[config.mk]
export PLATFORM = sky130hd
export DESIGN_NAME = maze_wall_follower
export DESIGN_NICKNAME = d
export VERILOG_FILES = /design/src/rtl/maze_pkg.sv /design/src/rtl/maze_pose_tracker.sv /design/src/rtl/maze_wall_follower.sv
export SDC_FILE = /design/constraint.sdc
export NUM_CORES = 1
export LEC_CHECK = 0
export BUFFER_PORTS_ARGS = -buffer_cell sky130_fd_sc_hd__clkbuf_2
export CAP_MARGIN = 20
export CORE_AREA = 2 2 55 57
export DETAILED_ROUTE_END_ITERATION = 6
export DIE_AREA = 0 0 57 59
export GPL_TIMING_DRIVEN = 0
export PLACE_DENSITY = 0.77
export SLEW_MARGIN = 20
export SYNTH_ARGS = -nofsm -noshare
export SYNTH_HDL_FRONTEND = slang
export SYNTH_HIERARCHICAL = 1
export SYNTH_SLANG_ARGS = --single-unit
[constraint.sdc]
create_clock -name clk -period 3.2 [get_ports clk]
set_input_delay 0.32 -clock clk [delete_from_list [all_inputs] [get_ports clk]]
set_output_delay 0.32 -clock clk [all_outputs]
set_load 0.05 [all_outputs]
[src/rtl/maze_pkg.sv]
// Shared types and heading helpers for the maze wall-follower.
package maze_pkg;

  typedef enum logic [2:0] {
    MV_STOP  = 3'd0,
    MV_FWD   = 3'd1,
    MV_LEFT  = 3'd2,
    MV_RIGHT = 3'd3,
    MV_UTURN = 3'd4
  } move_t;

  typedef enum logic [1:0] {
    HDG_N = 2'd0,
    HDG_E = 2'd1,
    HDG_S = 2'd2,
    HDG_W = 2'd3
  } hdg_t;

  typedef enum logic [1:0] {
    S_IDLE,
    S_RUN,
    S_FINISH,
    S_FAULT
  } state_t;

  function automatic hdg_t turn_left(input hdg_t h);
    return hdg_t'(h + 2'd3);
  endfunction

  function automatic hdg_t turn_right(input hdg_t h);
    return hdg_t'(h + 2'd1);
  endfunction

  function automatic hdg_t turn_back(input hdg_t h);
    return hdg_t'(h + 2'd2);
  endfunction

endpackage

[src/rtl/maze_pose_tracker.sv]
// Pose register plus combinational next-pose / out-of-grid computation.
module maze_pose_tracker
  import maze_pkg::*;
#(
  parameter int unsigned ROWS      = 9,
  parameter int unsigned COLS      = 9,
  parameter int unsigned START_R   = 4,
  parameter int unsigned START_C   = 0,
  parameter int unsigned START_HDG = 1,
  parameter int unsigned RW        = 4,
  parameter int unsigned CW        = 4
) (
  input  logic          clk,
  input  logic          rst_n,
  input  move_t         dec,
  input  logic          upd,
  output logic [RW-1:0] row,
  output logic [CW-1:0] col,
  output hdg_t          heading,
  output logic [RW-1:0] nxt_row,
  output logic [CW-1:0] nxt_col,
  output hdg_t          nxt_hdg,
  output logic          oob
);

  localparam logic [RW-1:0] ROW_MAX = RW'(ROWS - 1);
  localparam logic [CW-1:0] COL_MAX = CW'(COLS - 1);

  always_comb begin
    case (dec)
      MV_LEFT:  nxt_hdg = turn_left(heading);
      MV_RIGHT: nxt_hdg = turn_right(heading);
      MV_UTURN: nxt_hdg = turn_back(heading);
      default:  nxt_hdg = heading;
    endcase

    // Step along the post-rotation heading; an edge hit leaves the pose as-is.
    nxt_row = row;
    nxt_col = col;
    oob     = 1'b0;
    case (nxt_hdg)
      HDG_N:   if (row == '0)     oob = 1'b1; else nxt_row = row - RW'(1);
      HDG_E:   if (col == COL_MAX) oob = 1'b1; else nxt_col = col + CW'(1);
      HDG_S:   if (row == ROW_MAX) oob = 1'b1; else nxt_row = row + RW'(1);
      default: if (col == '0)     oob = 1'b1; else nxt_col = col - CW'(1);
    endcase
  end

  always_ff @(posedge clk) begin
    if (!rst_n) begin
      row     <= RW'(START_R);
      col     <= CW'(START_C);
      heading <= hdg_t'(START_HDG[1:0]);
    end else if (upd) begin
      row     <= nxt_row;
      col     <= nxt_col;
      heading <= nxt_hdg;
    end
  end

endmodule

[src/rtl/maze_wall_follower.sv]
// Wall-following maze explorer: run FSM, hand-rule decision, exit detect.
// Optional dead-end counter enabled by defining MAZE_DEADEND_CNT_EN.
module maze_wall_follower
  import maze_pkg::*;
#(
  parameter int unsigned ROWS      = 9,
  parameter int unsigned COLS      = 9,
  parameter int unsigned START_R   = 4,
  parameter int unsigned START_C   = 0,
  parameter int unsigned START_HDG = 1,
  parameter int unsigned EXIT_R    = 4,
  parameter int unsigned EXIT_C    = 8,
  parameter int unsigned HAND      = 0
) (
  input  logic                     clk,
  input  logic                     rst_n,
  input  logic                     en,
  input  logic                     sense_vld,
  input  logic                     left,
  input  logic                     mid,
  input  logic                     right,
  output logic [2:0]               move,
  output logic                     move_vld,
  output logic [$clog2(ROWS)-1:0]  row,
  output logic [$clog2(COLS)-1:0]  col,
  output logic [1:0]               heading,
  output logic                     done,
  output logic                     err,
  output logic [7:0]               deadends
);

  localparam int unsigned RW = $clog2(ROWS);
  localparam int unsigned CW = $clog2(COLS);

  state_t          state, state_nxt;
  move_t           dec;
  hdg_t            hdg, nxt_hdg;
  logic [RW-1:0]   nxt_row;
  logic [CW-1:0]   nxt_col;
  logic            oob, take, commit, hit;

  always_comb begin
    if (HAND == 0) begin
      if (!left)       dec = MV_LEFT;
      else if (!mid)   dec = MV_FWD;
      else if (!right) dec = MV_RIGHT;
      else             dec = MV_UTURN;
    end else begin
      if (!right)      dec = MV_RIGHT;
      else if (!mid)   dec = MV_FWD;
      else if (!left)  dec = MV_LEFT;
      else             dec = MV_UTURN;
    end
  end

  assign take   = (state == S_RUN) && sense_vld;
  assign commit = take && !oob;
  assign hit    = (nxt_row == RW'(EXIT_R)) && (nxt_col == CW'(EXIT_C));

  maze_pose_tracker #(
    .ROWS(ROWS), .COLS(COLS), .START_R(START_R), .START_C(START_C),
    .START_HDG(START_HDG), .RW(RW), .CW(CW)
  ) u_pose (
    .clk(clk), .rst_n(rst_n), .dec(dec), .upd(commit),
    .row(row), .col(col), .heading(hdg),
    .nxt_row(nxt_row), .nxt_col(nxt_col), .nxt_hdg(nxt_hdg), .oob(oob)
  );

  assign heading = hdg;

  always_ff @(posedge clk) begin
    if (!rst_n) state <= S_IDLE;
    else        state <= state_nxt;
  end

  // A decision taken while en falls still completes; fault/exit outrank IDLE.
  always_comb begin
    state_nxt = state;
    case (state)
      S_IDLE: if (en) state_nxt = S_RUN;
      S_RUN: begin
        if (take && oob)          state_nxt = S_FAULT;
        else if (commit && hit)   state_nxt = S_FINISH;
        else if (!en)             state_nxt = S_IDLE;
      end
      default: state_nxt = state;
    endcase
  end

  always_ff @(posedge clk) begin
    if (!rst_n) begin
      move     <= MV_STOP;
      move_vld <= 1'b0;
      done     <= 1'b0;
      err      <= 1'b0;
    end else begin
      move_vld <= take;
      if (take)
        move <= oob ? MV_STOP : dec;
      else if (state == S_FINISH || state == S_FAULT)
        move <= MV_STOP;
      if (take && oob)    err  <= 1'b1;
      if (commit && hit)  done <= 1'b1;
    end
  end

`ifdef MAZE_DEADEND_CNT_EN
  logic [7:0] de_cnt;

  always_ff @(posedge clk) begin
    if (!rst_n)
      de_cnt <= '0;
    else if (take && dec == MV_UTURN && de_cnt != '1)
      de_cnt <= de_cnt + 8'd1;
  end

  assign deadends = de_cnt;
`else
  assign deadends = '0;
`endif

endmodule

==> impl_metrics.ini, run 1 <==
[pwr]
p_seq_frac = 0.408
ir_drop_mv = 0.2448
combPwrFrac = 0.345
switching_share = 0.3734
p_leak_nw = 0.7241
power_switching_w = 0.0002187
p_int_w = 0.0003670
powerDensity_nw_per_um2 = 352.8
power_w = 0.0005857
power.share.clock = 0.248

[timing]
layout_min_cycle_time_ns = 2.937
drv_slew = 0
worst_pin_slew_ns = 0.5341
min_period_over_period = 0.9177
setup_tns_ns = 0
setup-violations-final = 0
fin_skew_ns = 0.01100
slew_headroom = 0.6338
hold-worst-slack_ns = 0.3020
hold_viol = 0
rsz0062_at_grt = yes
fmax_mhz = 340.5

[global_routing]
overflow = 0
use_met2 = 0.3415
grt_util_met1 = 0.2517
grt_start_max_net_pins = 14
grt_pass1_vias = 1189
gr-usage-all-layers = 0.1926
busiest_layer = met2
antenna_found_initial = 0
global_route.usage.met3 = 0.01965
grt_pass1_wl_um = 5188

[finish]
stdcell_area_um2 = 1660
drive_above_1_share = 0.2252
finalNetCount = 234
antennaDiodeCount = 0
area_growth_pct = 15.90

[die]
dieArea_um2 = 3363
floorplan.initialDensity = 0.5286
dieHeight_um = 59
ios = 31
die_x_um = 57
fp.coreArea_um2 = 2710
fp-row-count = 19

[routing]
vias = 1389
wl_per_cell_um = 12.40
ant_nets = 0
vias_per_cell = 5.490
drt_iter0_drc = 61
drc = 0
routed_wl_um = 3136
first_pass_iters = 4

[status]
status = finished, final reports clean

[logic_synthesis]
ys_warn_count = 6
yosys-top-cells-area = dfxtp_1, nand2_1, mux2i_1
ys_ff_latch = 18
yosysMostFrequentCell = nand2_1
synth-async-reset-ratio = 0
synth_area_um2 = 1433
netlist.area_leader.share = 0.2515
synth.distinct_cells = 48
ys_top_cells_by_count = nand2_1, dfxtp_1, nor2_1
syn_inst = 188
synth_top_flop_cell = dfxtp_1
avgSynthCellArea_um2 = 7.620
yosysSeqAreaShare = 0.2515
synth_edf_count = 0
yosysTopAreaCell = dfxtp_1

[clocking]
root_buffer = clkbuf_4
clk-insertion-delay-late_ns = 0.30
cts.path.max_buffers = 2
clk_pin_slew_worst_paths_ns = 0.12
cts_sinks = 18
cts_hold_buffers = 0
cts_max_level = 1
cts_made_buffers = 3
tritoncts = done

[worst_hold_path]
holdCritPathClass = input port to register

[place]
hpwl_um = 2339
placed_area_um2 = 1608
port_buffers = 22
gp_congestion = 0.8269

[worst_setup_path]
end_kind = register
cp-start-kind = input port
critPathKind = input port to register
worst_ep_arrival_time_ns = 3.13
crit_fanout = 7
cp.required_ns = 3.39

[job]
maxCapViolCount = 0
-- cells by family after synthesis --
kind of cell	Yosys count	share of synthesized area
and+or+nand+nor	73	0.2987
AOI/OAI and AO/OA	47	0.2096
buffers and inverters	32	0.1118
DFF	18	0.2515
muxes	7	0.04891
xor gates and xnor gates	6	0.04192
adders and majority gates	4	0.03494
other	1	0.002618
-- critical path: stages --
cell      delay, ns
clkbuf_2       0.11
inv_1          0.07
nor2_1         0.15
and2b_1        0.24
a22oi_2        0.23
xor2_2         0.23
inv_2          0.11
mux2i_1        0.32
mux2i_1        0.27
and4bb_4       0.43
and2_0         0.13
buf_1          0.21
nor2_1         0.06
a31oi_1        0.14
a31oi_1        0.11
-- final timing paths --
kind / start / end / slack [ns] / cells after the start
max: left / u_pose/col[1] / 0.26 / 15
min: left / move[0] / 0.30 / 3
max reg2reg: u_pose/heading[0] / u_pose/col[1] / 0.27 / 12
min reg2reg: done / done / 0.45 / 2
-- power groups by stage --
stage | Sequential, W | Combinational [W] | Clock, W
after floorplan | 0.000265 | 0.000138 | 0
after global placement | 0.000244 | 0.000195 | 0
after detailed placement | 0.000244 | 0.000196 | 0
after CTS | 0.000239 | 0.000197 | 0.000151
after global routing | 0.000240 | 0.000219 | 0.000153
final | 0.000239 | 0.000202 | 0.000145
-- per-layer routing --
metal | wire, um | vias to the layer above
met5 | 0 | -
met4 | 21 | 0
met3 | 187 | 4
met2 | 1460 | 55
met1 | 1466 | 617
li1 | - | 713
-- cells in the final DEF, fill, tap and decap left out, drive strengths merged --
master and count:
a211oi 5, nand2 23, nand4b 2, nor4 2, and4bb 1, conb 8, xor2 1, or4 2
a21oi 9, ha 4, and3 2, nor2 13, nand3b 2, buf 15, inv 13, a31oi 4
a22oi 2, o21ai 15, mux2i 7, o211a 1, xnor2 5, o22ai 1, clkbuf 31, nor3b 5
o311ai 1, nand4 4, and3b 2, nand3 7, nand2b 1, nor2b 1, nor4b 2, dfxtp 18
and2 2, o2111ai 1, o21a 3, and2b 2, a21o 3, a21boi 2
-- per-stage QoR --
stage	util	cells	worst slack, ns
5_1_grt	0.6127	253	-0.01853
6_report	0.6127	253	0.2634
3_5_place_dp	0.5933	248	-0.2473
2_1_floorplan	-	195	0.2497
4_1_cts	0.6053	251	0.1570
3_3_place_gp	0.5933	248	-0.2552
-- registers in the layout (all words and copies together) (netlist names) --
| signal | cells |
|---|---|
| err | 1 |
| move_vld | 1 |
| move | 3 |
| u_pose/heading | 2 |
| u_pose/row | 4 |
| done | 1 |
| u_pose/col | 4 |
| state | 2 |
-- layout make-up --
| cell class | count | area [um^2] |
|---|---|---|
| Sequential cell | 18 | 360.3 |
| Inverter | 13 | 48.80 |
| Tap cell | 31 | 38.79 |
| Clock buffer | 4 | 36.28 |
| Fill cell | 271 | 1050 |
| Timing Repair Buffer | 24 | 125.1 |
| Multi-Input combinational cell | 145 | 943.4 |
| Buffer | 18 | 107.6 |
-- what timing repair did --
| item | 4_1_cts | 5_1_grt |
|---|---|---|
| gates resized for setup | 0 | 1 |
| pin swaps | 0 | 1 |
| endpoints found under the setup margin | 1 | 4 |
| buffers inserted | 0 | 2 |
(Power assumes the default switching activity.)
==> inputs of run 2 (changes only) <==
--- a/config.mk
+++ b/config.mk
@@ -5,11 +5,12 @@
 export SDC_FILE = /design/constraint.sdc
 export NUM_CORES = 1
 export LEC_CHECK = 0
+export ABC_AREA = 1
 export BUFFER_PORTS_ARGS = -buffer_cell sky130_fd_sc_hd__clkbuf_2
 export CAP_MARGIN = 20
-export CORE_AREA = 2 2 55 57
+export CORE_AREA = 2 2 57 59
 export DETAILED_ROUTE_END_ITERATION = 6
-export DIE_AREA = 0 0 57 59
+export DIE_AREA = 0 0 59 61
 export GPL_TIMING_DRIVEN = 0
 export PLACE_DENSITY = 0.77
 export SLEW_MARGIN = 20
==> run 2 against run 1 <==
Clock skew shrank 0.0074 ns. Die area is 7.0% higher. Combinational power is 73% higher. Via count up 9.8%. Sequential share of layout area shrank 1.5 points. Register-to-register slack improved by 0.52 ns. Area after synthesis rose by 9.6%. Design area grew 7.5%. Largest power group is now combinational cells.
==> impl_metrics.ini, run 2 <==
[routing]
vias_per_cell = 5.016
drc = 0
first_pass_iters = 5
ant_nets = 0
wl_per_cell_um = 10.90
vias = 1525
drt_iter0_drc = 80
routed_wl_um = 3314

[logic_synthesis]
synth.distinct_cells = 30
yosys-top-cells-area = dfxtp_1, nand2_1, inv_1
yosysTopAreaCell = dfxtp_1
avgSynthCellArea_um2 = 6.598
ys_top_cells_by_count = nand2_1, inv_1, dfxtp_1, nand3_1, nor2_1
syn_inst = 238
yosysMostFrequentCell = nand2_1
ys_ff_latch = 18
netlist.area_leader.share = 0.2295
ys_warn_count = 6
synth_area_um2 = 1570
synth-async-reset-ratio = 0
synth_top_flop_cell = dfxtp_1
yosysSeqAreaShare = 0.2295
synth_edf_count = 0

[timing]
setup_tns_ns = 0
setup_ws_ns = 0.6778
fmax_mhz = 396.5
rsz0062_at_grt = no
drv_slew = 0
min_period_over_period = 0.7882
fin_skew_ns = 0.003615
layout_min_cycle_time_ns = 2.522
setup-violations-final = 0
hold_viol = 0
slew_headroom = 0.6424
worst_pin_slew_ns = 0.5344

[job]
maxCapViolCount = 0

[clocking]
cts_setup_buffers = 0
cts_resized = 0
cts_made_buffers = 3
cts_hold_buffers = 0
cts.path.max_buffers = 2
cts_sinks = 18
cts_max_level = 1
clk-insertion-delay-late_ns = 0.29
root_buffer = clkbuf_4
tritoncts = done
clk_pin_slew_worst_paths_ns = 0.12

[finish]
antennaDiodeCount = 0
final_common_cell = nand2_1
layout_common_cells = nand2_1, inv_1, clkbuf_2
top_regs = u_pose/col x4, u_pose/row x4, move x3
drive_above_1_share = 0.2546
finalNetCount = 283
area_growth_pct = 13.63

[global_routing]
gr-usage-all-layers = 0.2033
grt_start_max_net_pins = 11
overflow = 0
grt_pass1_wl_um = 5623
antenna_found_initial = 0
grt_pass1_vias = 1284

[die]
ios = 31
fp-row-count = 20
dieArea_um2 = 3599
die_x_um = 59
dieHeight_um = 61
fp.coreArea_um2 = 2953
floorplan.initialDensity = 0.5318

[pwr]
p_leak_nw = 0.9848
powerDensity_nw_per_um2 = 423.0
ir_drop_mv = 0.1961

[place]
hpwl_um = 2631
place_ws_ns = 0.4012
gp_congestion = 0.8684
port_buffers = 22

[worst_hold_path]
min_path_cells = 3
holdCritPathClass = input port to register
hold_path_startpoint = rst_n
min_to = state[1]

[worst_setup_path]
end_kind = register
r2r_slack_ns = 0.79
timing.rr.end = u_pose/col[2]
crit_fanout = 10
worst_ep_arrival_time_ns = 2.71
cp.required_ns = 3.39
critPathKind = input port to register
rr_startpoint = u_pose/col[0]
reg2reg_depth = 12
cp-start-kind = input port

[status]
status = finished, final reports clean
run 2: cell types whose count changed after synthesis, moves of 5 or more:
| cell | before | now |
|---|---|---|
| nor3b_1 | 5 | 0 |
| nand2_2 | 0 | 6 |
| nand3_2 | 1 | 8 |
| nand3_1 | 6 | 18 |
| mux2i_1 | 7 | 1 |
| a21oi_1 | 8 | 13 |
| clkbuf_1 | 6 | 0 |
| xor2_1 | 0 | 5 |
| inv_1 | 12 | 42 |
| nand2_1 | 23 | 55 |
run 2: cell type report:
class	instances	area [um^2]
fill	287	1169
multi-input combinational	168	959.7
sequential	18	360.3
inverter	47	176.4
timing repair buffer	22	110.1
buffer	12	100.1
tap	33	41.29
clock buffer	4	36.28
run 2: worst max path at each step:
| stage | start | end | slack [ns] | cells past startpoint |
|---|---|---|---|---|
| 2_1_floorplan | u_pose/heading[0] | u_pose/col[2] | 0.82 | 15 |
| 3_3_place_gp | mid | u_pose/col[2] | 0.48 | 16 |
| 3_5_place_dp | mid | u_pose/col[2] | 0.40 | 16 |
| 4_1_cts | mid | u_pose/col[2] | 0.72 | 16 |
| 5_1_grt | mid | u_pose/col[2] | 0.49 | 16 |
| 6_report | mid | u_pose/col[2] | 0.68 | 16 |
run 2: cells by family after synthesis:
kind of cell	count (synthesis)	synth area share
other	1	0.002388
XOR/XNOR	6	0.03347
AO/OA/AOI/OAI	28	0.09721
AND/OR/NAND/NOR	121	0.4231
flip-flops	18	0.2295
multiplexers	1	0.006375
buffers and inverters	59	0.1761
adder cells (fa/ha/maj)	4	0.03187
run 2: report_power, final:
part | internal, W | switching (W)
sequential | 0.000239 | 0.0000203
clock | 0.0000693 | 0.0000774
combinational | 0.000111 | 0.000238
total | 0.000420 | 0.000335
run 2: metrics by stage:
step / std cells / utilization / hold WS [ns] / total power [W] / instance area (um^2)
6_report: 304 / 0.6042 / 0.3217 / 0.0007548 / 1784
5_1_grt: 304 / 0.6042 / 0.3261 / 0.0008048 / 1784
4_1_cts: 304 / 0.6042 / 0.3309 / 0.0007548 / 1784
3_5_place_dp: 300 / 0.5919 / 0.4392 / 0.0006111 / 1748
3_3_place_gp: 300 / 0.5919 / 0.4422 / 0.0006070 / 1748
2_1_floorplan: 245 / - / 0.4176 / 0.0005507 / 1597
run 2: critical path, stage by stage:
cell and delay [ns]:
clkbuf_2 0.10, inv_1 0.04, o21ai_0 0.37, nand2_1 0.15, inv_1 0.12, nand3_4 0.14, nand2_4 0.10, buf_12 0.14
nor2_4 0.04, nand2_1 0.05, nand2_1 0.06, nor2_1 0.43, nor2_8 0.10, buf_2 0.21, o21ai_0 0.27, nor2_2 0.07
run 2: layer usage:
metal | vias to the layer above | part of all wire | GRT usage
met2 | 41 | 0.48 | 0.3349
met1 | 683 | 0.46 | 0.2758
met5 | - | 0 | 0
met4 | 0 | 0.0063 | 0.05844
met3 | 2 | 0.054 | 0.03198
li1 | 799 | - | -
